`src/rtl/mtm_alu_serializer.sv`:
```
// Transmit side of the MTM ALU serial link: shifts a 32-bit result plus a flags/CRC
// control byte, or a single error control byte, onto dout as 11-bit frames.
module mtm_alu_serializer #(
  parameter int unsigned GAP_BITS = 0,
  parameter logic [2:0]  CRC_INIT = 3'b000
) (
  input  logic        clk,
  input  logic        rst,
  input  logic        res_valid,
  input  logic [31:0] C_in,
  input  logic [3:0]  FLAGS_in,
  input  logic        err_valid,
  input  logic [7:0]  err_frame_in,
  output logic        dout,
  output logic        busy
);

  typedef enum logic [2:0] {
    IDLE  = 3'd0,
    START = 3'd1,
    TYPE  = 3'd2,
    DATA  = 3'd3,
    STOP  = 3'd4,
    GAP   = 3'd5
  } state_t;

  localparam logic [2:0] GAP_LOAD = (GAP_BITS > 0) ? 3'(GAP_BITS - 1) : '0;

  state_t      state, state_n;
  logic [2:0]  bit_cnt, bit_n;
  logic [2:0]  gap_cnt, gap_n;
  logic [2:0]  frame_cnt, frame_n;
  logic        is_err;
  logic [31:0] c_reg;
  logic [3:0]  flags_reg;
  logic [7:0]  err_reg;
  logic        accept;
  logic        dout_n;
  logic        last_frame;
  logic [2:0]  crc;
  logic [7:0]  cur_byte;

  // CRC-3, x^3+x+1, MSB first, no final XOR
  function automatic logic [2:0] crc3(input logic [36:0] msg);
    logic [2:0] r;
    logic       fb;
    r = CRC_INIT;
    for (int unsigned i = 0; i < 37; i++) begin
      fb = r[2] ^ msg[36 - i];
      r  = {r[1:0], 1'b0} ^ {1'b0, fb, fb};
    end
    return r;
  endfunction

  assign crc        = crc3({c_reg, 1'b0, flags_reg});
  assign last_frame = is_err || (frame_cnt == 3'd4);

  always_comb begin
    cur_byte = err_reg;
    if (!is_err) begin
      case (frame_cnt)
        3'd0:    cur_byte = c_reg[31:24];
        3'd1:    cur_byte = c_reg[23:16];
        3'd2:    cur_byte = c_reg[15:8];
        3'd3:    cur_byte = c_reg[7:0];
        default: cur_byte = {1'b0, flags_reg, crc};
      endcase
    end
  end

  // state names the bit that is on dout; dout_n is the bit for the next state
  always_comb begin
    state_n = state;
    bit_n   = bit_cnt;
    gap_n   = gap_cnt;
    frame_n = frame_cnt;
    dout_n  = 1'b1;
    accept  = 1'b0;
    case (state)
      IDLE: begin
        if (res_valid || err_valid) begin
          accept  = 1'b1;
          state_n = START;
          frame_n = '0;
          dout_n  = 1'b0;
        end
      end
      START: begin
        state_n = TYPE;
        dout_n  = last_frame;
      end
      TYPE: begin
        state_n = DATA;
        bit_n   = 3'd7;
        dout_n  = cur_byte[7];
      end
      DATA: begin
        if (bit_cnt == 3'd0) begin
          state_n = STOP;
        end else begin
          bit_n  = bit_cnt - 3'd1;
          dout_n = cur_byte[bit_cnt - 3'd1];
        end
      end
      STOP, GAP: begin
        if (state == STOP && GAP_BITS != 0) begin
          state_n = GAP;
          gap_n   = GAP_LOAD;
        end else if (state == GAP && gap_cnt != 3'd0) begin
          gap_n = gap_cnt - 3'd1;
        end else if (last_frame) begin
          state_n = IDLE;
        end else begin
          state_n = START;
          frame_n = frame_cnt + 3'd1;
          dout_n  = 1'b0;
        end
      end
      default: state_n = IDLE;
    endcase
  end

  always_ff @(posedge clk or negedge rst) begin
    if (!rst) begin
      state     <= IDLE;
      bit_cnt   <= '0;
      gap_cnt   <= '0;
      frame_cnt <= '0;
      is_err    <= 1'b0;
      c_reg     <= '0;
      flags_reg <= '0;
      err_reg   <= '0;
      dout      <= 1'b1;
      busy      <= 1'b0;
    end else begin
      state     <= state_n;
      bit_cnt   <= bit_n;
      gap_cnt   <= gap_n;
      frame_cnt <= frame_n;
      dout      <= dout_n;
      busy      <= (state_n != IDLE);
      if (accept) begin
        is_err    <= err_valid;
        c_reg     <= C_in;
        flags_reg <= FLAGS_in;
        err_reg   <= err_frame_in;
      end
    end
  end

endmodule

```
`config.mk`:
```
export PLATFORM = sky130hd
export DESIGN_NAME = mtm_alu_serializer
export DESIGN_NICKNAME = d
export VERILOG_FILES = /design/src/rtl/mtm_alu_serializer.sv
export SDC_FILE = /design/constraint.sdc
export NUM_CORES = 1
export LEC_CHECK = 0
export CORE_ASPECT_RATIO = 1.75
export CORE_MARGIN = 1.5
export CORE_UTILIZATION = 30
export CTS_CLUSTER_DIAMETER = 150
export DETAILED_ROUTE_END_ITERATION = 8
export SYNTH_ARGS = -nofsm -noshare
export SYNTH_HDL_FRONTEND = slang
export SYNTH_SLANG_ARGS = --single-unit
```
`constraint.sdc`:
```
create_clock -name clk -period 5 [get_ports clk]
set_input_delay 1 -clock clk [delete_from_list [all_inputs] [get_ports clk]]
set_output_delay 1 -clock clk [all_outputs]
set_load 0.02 [all_outputs]
```
## After elaboration in Yosys (flattened, before gate mapping)

Index checks and enable logic that the tools add are counted.

| storage, ports and cells | value |
|---|---|
| output and inout bits | 2 |
| bits in registers | 59 |
| logic and storage cells | 133 |
| input port bits | 48 |

| cells by class | value |
|---|---|
| reductions and logical operators | 14 |
| add/subtract/negate cells | 3 |
| bitwise operators | 70 |
| eq/ne operators | 13 |
| magnitude comparators | 1 |
| mux-type cells | 22 |

Operators by type and width:

| operator | count |
|---|---|
| XOR 3 x 2 -> 3 bit | 36 |
| XOR 1 bit | 34 |
| case mux 8 bit (4 select lines) | 1 |
| two-way mux 3 bit | 7 |
| case mux 3 bit (5 select lines) | 1 |
| equality test 3 x 2 -> 1 bit (second input constant) | 4 |
| case mux 3 bit (2 select lines) | 2 |
| equality test 3 bit (second input constant) | 3 |
| zero test 3 bit | 3 |
| two-way mux 1 bit | 8 |
| two-way mux 8 bit | 1 |
| inequality test 2 bit (second input constant) | 4 |
| equality test 3 x 1 -> 1 bit (second input constant) | 2 |
| nonzero test 3 bit | 2 |
| subtractor 3 x 1 -> 3 bit (second input constant) | 2 |
| case mux 1 bit (5 select lines) | 1 |
| less-than comparator 3 x 4 -> 1 bit (second input constant) | 1 |
| AND reduction 2 bit | 2 |
| AND reduction 4 bit | 1 |
| nonzero test 2 bit | 2 |
| adder 3 x 1 -> 3 bit (second input constant) | 1 |
| binary-select mux 1 bit (select 3 bit) | 1 |
| logical OR 1 bit | 2 |
| OR reduction 2 bit | 1 |
| logical AND 1 bit | 1 |

## Longest topological paths before layout

| depth | value |
|---|---|
| depth after elaboration | 76 |
| gate-level depth with buffers | 11 |

## Worst setup path after synthesis

Ideal clock, no wire load.

| timing | value |
|---|---|
| kind | flip-flop to flip-flop |
| start | register c_reg[13] |
| end | register dout |
| setup slack | 2.550 ns |
| buffers on the path | 0 |
| arrival | 2.363 ns |
| cell stages (with the launch flop) | 9 |
| setup time | 0.086 ns |
| period minus slack after synthesis | 2.450 ns |
| cell sequence | dfrtp_1 -> xnor3_1 -> xnor3_2 -> xnor2_2 -> xnor2_1 -> mux2_4 -> a221o_1 -> nand3b_1 -> o211ai_2 |

| on the way | value |
|---|---|
| cells in the longest elaborated chain, start to end | 34 |
| elaborated cells between the ends (all ways) | 42 |
| classes of those cells | mux: 6; bitwise: 36 |

Ends and longest elaborated chain:

| element | RTL line | text |
|---|---|---|
| start: declaration | 34 | `logic [31:0] c_reg;` |
| start signal: assignment | 144 | `c_reg <= C_in;` |
| XOR 1 bit | 49 | `fb = r[2] ^ msg[36 - i];` |
| XOR 3 x 2 -> 3 bit (2 in series) | 50 | `r = {r[1:0], 1'b0} ^ {1'b0, fb, fb};` |
| XOR 1 bit or XOR 3 x 2 -> 3 bit (tied branches) | 49, 50 |  |
| XOR 3 x 2 -> 3 bit or XOR 1 bit (tied branches) | 50, 49 |  |
| XOR 3 x 2 -> 3 bit | 50 |  |
| XOR 1 bit or XOR 3 x 2 -> 3 bit (tied branches) | 49, 50 |  |
| XOR 3 x 2 -> 3 bit or XOR 1 bit (tied branches) | 50, 49 |  |
| XOR 3 x 2 -> 3 bit | 50 |  |
| (+18 left out) | n/a |  |
| XOR 3 x 2 -> 3 bit | 50 |  |
| case mux 8 bit (4 select lines) (*) | 61 | `case (frame_cnt)` |
| two-way mux 8 bit (*) | 60 | `if (!is_err) begin` |
| binary-select mux 1 bit (select 3 bit) (*) | 102 | `dout_n = cur_byte[bit_cnt - 3'd1];` |
| two-way mux 1 bit (not written as such) (*) | 102 |  |
| two-way mux 1 bit (*) | 98 | `if (bit_cnt == 3'd0) begin` |
| case mux 1 bit (5 select lines) (*) | 79 | `case (state)` |
| via dout_n | 38 | `logic dout_n;` |
| end signal: assignment | 140 | `dout <= dout_n;` |
| end: declaration | 14 | `output logic dout,` |

The timed path passes the listed nets; every way through them passes the cells marked *. The select of a mux whose other input is x is not followed.
A chain may end at the register's enable or synchronous reset.

## Final worst setup path

| timing | value |
|---|---|
| start | register frame_cnt[2] |
| end | register dout |

| on the way | value |
|---|---|
| cells in the longest elaborated chain, start to end | 7 |
| elaborated cells between the ends (all ways) | 14 |
| classes of those cells | eq/ne: 4; mux: 8; reduce/logical: 2 |

Ends and longest elaborated chain:

| element | RTL line | text |
|---|---|---|
| start: declaration | 32 | `logic [2:0] frame_cnt, frame_n;` |
| start signal: assignment | 139 | `frame_cnt <= frame_n;` |
| equality test 3 x 2 -> 1 bit, or another cell as far along | 61 |  |
| case mux 8 bit (4 select lines) | 61 |  |
| two-way mux 8 bit | 60 |  |
| binary-select mux 1 bit (select 3 bit) | 102 |  |
| two-way mux 1 bit (not written as such) | 102 |  |
| two-way mux 1 bit | 98 |  |
| case mux 1 bit (5 select lines) (*) | 79 |  |
| via dout_n | 38 |  |

Marks and branches as above.

==> results.sh <==
export IMPL_synth_top_family_by_area="multiplexers"
export IMPL_first_iter_violations=115
export IMPL_htreeDepth=3
export IMPL_slowest_delay_ns=0.57
export IMPL_std_cell_rows=50
export IMPL_holdCritPathClass="flip-flop to flip-flop"
export IMPL_cp_required_ns=5.25
export IMPL_detail_route_antenna_nets=0
export IMPL_synth_fa_ha_area_frac=0.03438
export IMPL_synth_simple_area_share=0.06914
export IMPL_syn_inst=279
export IMPL_root_buffer="clkbuf_16"
export IMPL_worstMarginPinSlew_ns=1.255
export IMPL_swShare=0.3639
export IMPL_wire_per_inst_um=16.79
export IMPL_timing_rr_end="dout"
export IMPL_track_usage=0.1462
export IMPL_cts_resized=0
export IMPL_outcome="completed"
export IMPL_antenna_found_initial=0
export IMPL_hpwl_um=5700
export IMPL_cts_tree="yes"
export IMPL_n_fill_cell=1059
export IMPL_p_per_area_nw_per_um2=895.1
export IMPL_grt_pass1_wl_um=12340
export IMPL_synth_xor_area_frac=0.1379
export IMPL_synth_cell_types=40
export IMPL_synthesis_nets=336
export IMPL_hold_path_end="gap_cnt[1]"
export IMPL_power_frac_comb=0.592
export IMPL_worst_setup_path_end_kind="flip-flop"
export IMPL_synthMuxAreaShare=0.1627
export IMPL_slowest_stage="dfrtp_1"
export IMPL_drive_gt1_frac=0.2067
export IMPL_dieHeight_um=141.2
export IMPL_min_from="gap_cnt[1]"
export IMPL_critPathArrivalTime_ns=3.54
export IMPL_cts_buffers=9
export IMPL_die_w_um=81.99
export IMPL_clkLatencyLatePin_ns=0.33
export IMPL_cts_num_sinks=59
export IMPL_firstDrtPassIters=5
export IMPL_fmax_ghz=0.3034
export IMPL_num_vias=2284
export IMPL_wirelength_um=7707
export IMPL_diodes=0
export IMPL_final_setup_viol_count=0
export IMPL_finalCritPeriodShare=0.6591
export IMPL_critical_path_class="flip-flop to flip-flop"
export IMPL_worstPathMaxFanout=11
export IMPL_maxCapViolCount=0
export IMPL_pwr_share_seq=0.256
export IMPL_timing_slew_headroom=0.1617
export IMPL_worstPathCellList="clkinv_1 > ha_1 > a22oi_1 > nand3_1 > o21a_1 > mux4_2 > a221oi_1 > a22oi_1 > nand3_1 > o211ai_2"
export IMPL_r2r_cells=10
export IMPL_cts_setup_buffers=0
export IMPL_overflow=0
export IMPL_hold_buffers=0
export IMPL_gp_congestion=0.8117
export IMPL_max_vdd_ir_drop_v=0.0008593
export IMPL_largest_reg_flops=32
export IMPL_viasPerCell=4.976
export IMPL_ys_warn_count=0
export IMPL_grt_setup_unrepaired="no"
export IMPL_clockPowerShare=0.152
export IMPL_syn_area_sq_um=3276
export IMPL_hold_depth=2
export IMPL_min_period_ns=3.296
export IMPL_area_growth_pct=26.66
export IMPL_total_leakage_power_nw=1.676
export IMPL_fin_skew_ns=0.006060
export IMPL_io_buffer_count=49
export IMPL_coreArea_sq_um=10640
export IMPL_fin_util=0.3901
export IMPL_clk_path_buf_depth=2
export IMPL_power_switching_mw=1.352
export IMPL_hold_viol_final=0
export IMPL_post_route_drc_count=0
export IMPL_slew_viol_final=0
export IMPL_top_level_ports=50
export IMPL_fin_nets=381
export IMPL_r2r_start="frame_cnt[2]"
export IMPL_syn_area_per_cell_sq_um=11.74
export IMPL_ys_ff_latch=59
export IMPL_grt_pass1_vias=2427
export IMPL_clkTransAtPathRegs_ns=0.05
export IMPL_synth_compound_area_share=0.1157
export IMPL_start_kind="flip-flop"
export IMPL_dieArea_sq_um=11580
export IMPL_crit_start="frame_cnt[2]"
export IMPL_layout_commonest_cell="dfrtp_1"
export IMPL_start_util=0.3080
export IMPL_mostFrequentLayoutCells="dfrtp_1 (58), clkdlybuf4s50_1 (48), mux2_2 (44)"
export IMPL_reg2reg_slack_ns=1.70
export IMPL_finalSetupTns_ns=0
export IMPL_grt_max_degree=60
export IMPL_intPower_mw=2.362
export IMPL_ys_seq_area_frac=0.4511
## layer usage
metal | track usage | routed length, um | up-vias
met4 | 0.07672 | 256 | 0
met2 | 0.2554 | 4309 | 45
met5 | 0 | 0 | -
met1 | 0.1590 | 2932 | 1140
li1 | - | - | 1082
met3 | 0.03236 | 207 | 17
## critical path, delay by kind of cell (launching register included)
family | cells | cell delay (ns)
DFF | 1 | 0.57
muxes | 1 | 0.46
adders and majority gates | 1 | 0.45
AOI/OAI and AO/OA | 5 | 1.03
and+or+nand+nor | 2 | 0.34
buffers and inverters | 1 | 0.36
## metrics by stage
| step | instances | cell area, sq um | setup slack, ns | hold slack, ns | total power [mW] |
|---|---|---|---|---|---|
| 2_1_floorplan | 279 | 3276 | 2.550 | 0.4465 | 2.738 |
| 6_report | 459 | 4149 | 1.704 | 0.4847 | 3.714 |
| 4_1_cts | 459 | 4149 | 1.774 | 0.4873 | 3.732 |
| 3_5_place_dp | 443 | 3877 | 1.789 | 0.4763 | 3.156 |
| 3_3_place_gp | 443 | 3877 | 1.842 | 0.4611 | 3.108 |
| 5_1_grt | 459 | 4149 | 1.517 | 0.5191 | 3.965 |
## kinds of logic (layout without fill, tap and decap cells)
family	Yosys count	count (layout)
compound gates	57	57
buf+inv	25	75
fa+ha+maj	9	9
mux	46	46
xor+xnor	38	38
simple gates	45	45
flops	59	59
## worst max path at each step
stage | endpoint | depth (start not counted)
after floorplan | dout | 8
after global placement | dout | 10
after detailed placement | dout | 10
after CTS | dout | 10
after global routing | dout | 10
final | dout | 10
## power groups by stage
stage / Combinational [mW] / Sequential (mW) / Clock [mW]
after CTS: 2.20 / 0.955 / 0.576
after detailed placement: 2.20 / 0.960 / 0
after floorplan: 1.88 / 0.857 / 0
final: 2.20 / 0.951 / 0.564
after global routing: 2.39 / 0.984 / 0.594
after global placement: 2.15 / 0.955 / 0
## cells in the mapped netlist, drive strengths merged
| cell | number | area (sq um) |
|---|---|---|
| o41ai | 1 | 16.27 |
| o21bai | 1 | 7.510 |
| nand2b | 6 | 37.54 |
| inv | 8 | 30.03 |
| o21ai | 11 | 55.05 |
| xnor2 | 28 | 279.0 |
| a222oi | 3 | 30.03 |
| dfstp | 1 | 26.28 |
| dfrtp | 58 | 1451 |
| nor2 | 6 | 22.52 |
| buf | 1 | 5.000 |
| o311ai | 1 | 8.760 |
| clkbuf | 15 | 56.30 |
| nand2 | 10 | 37.54 |
| a21oi | 18 | 90.09 |
| o21a | 2 | 15.01 |
| a31oi | 3 | 18.77 |
| or3 | 1 | 6.260 |
| xor2 | 4 | 35.03 |
| xnor3 | 6 | 137.6 |
| mux4 | 1 | 22.52 |
| a22o | 1 | 8.760 |
| and3 | 1 | 6.260 |
| nand3 | 12 | 60.06 |
| a21o | 1 | 7.510 |
| mux2 | 45 | 510.5 |
| nor3 | 2 | 10.01 |
| ha | 9 | 112.6 |
| a22oi | 11 | 82.58 |
| clkinv | 1 | 3.750 |
| a221oi | 1 | 8.760 |
| a221o | 1 | 10.01 |
| o211ai | 2 | 20.02 |
| nor2b | 5 | 31.28 |
| nand3b | 2 | 15.01 |
## area by class of cell
type	instances	area, sq um	share of cell area
multi-input cells	195	1710	0.4122
flip-flops and latches	59	1478	0.3562
repair buffers	50	493.0	0.1188
clock buffers	16	271.5	0.06544
well taps	130	162.7	0.03920
inverters	9	33.78	0.008142
(Power assumes the default switching activity.)
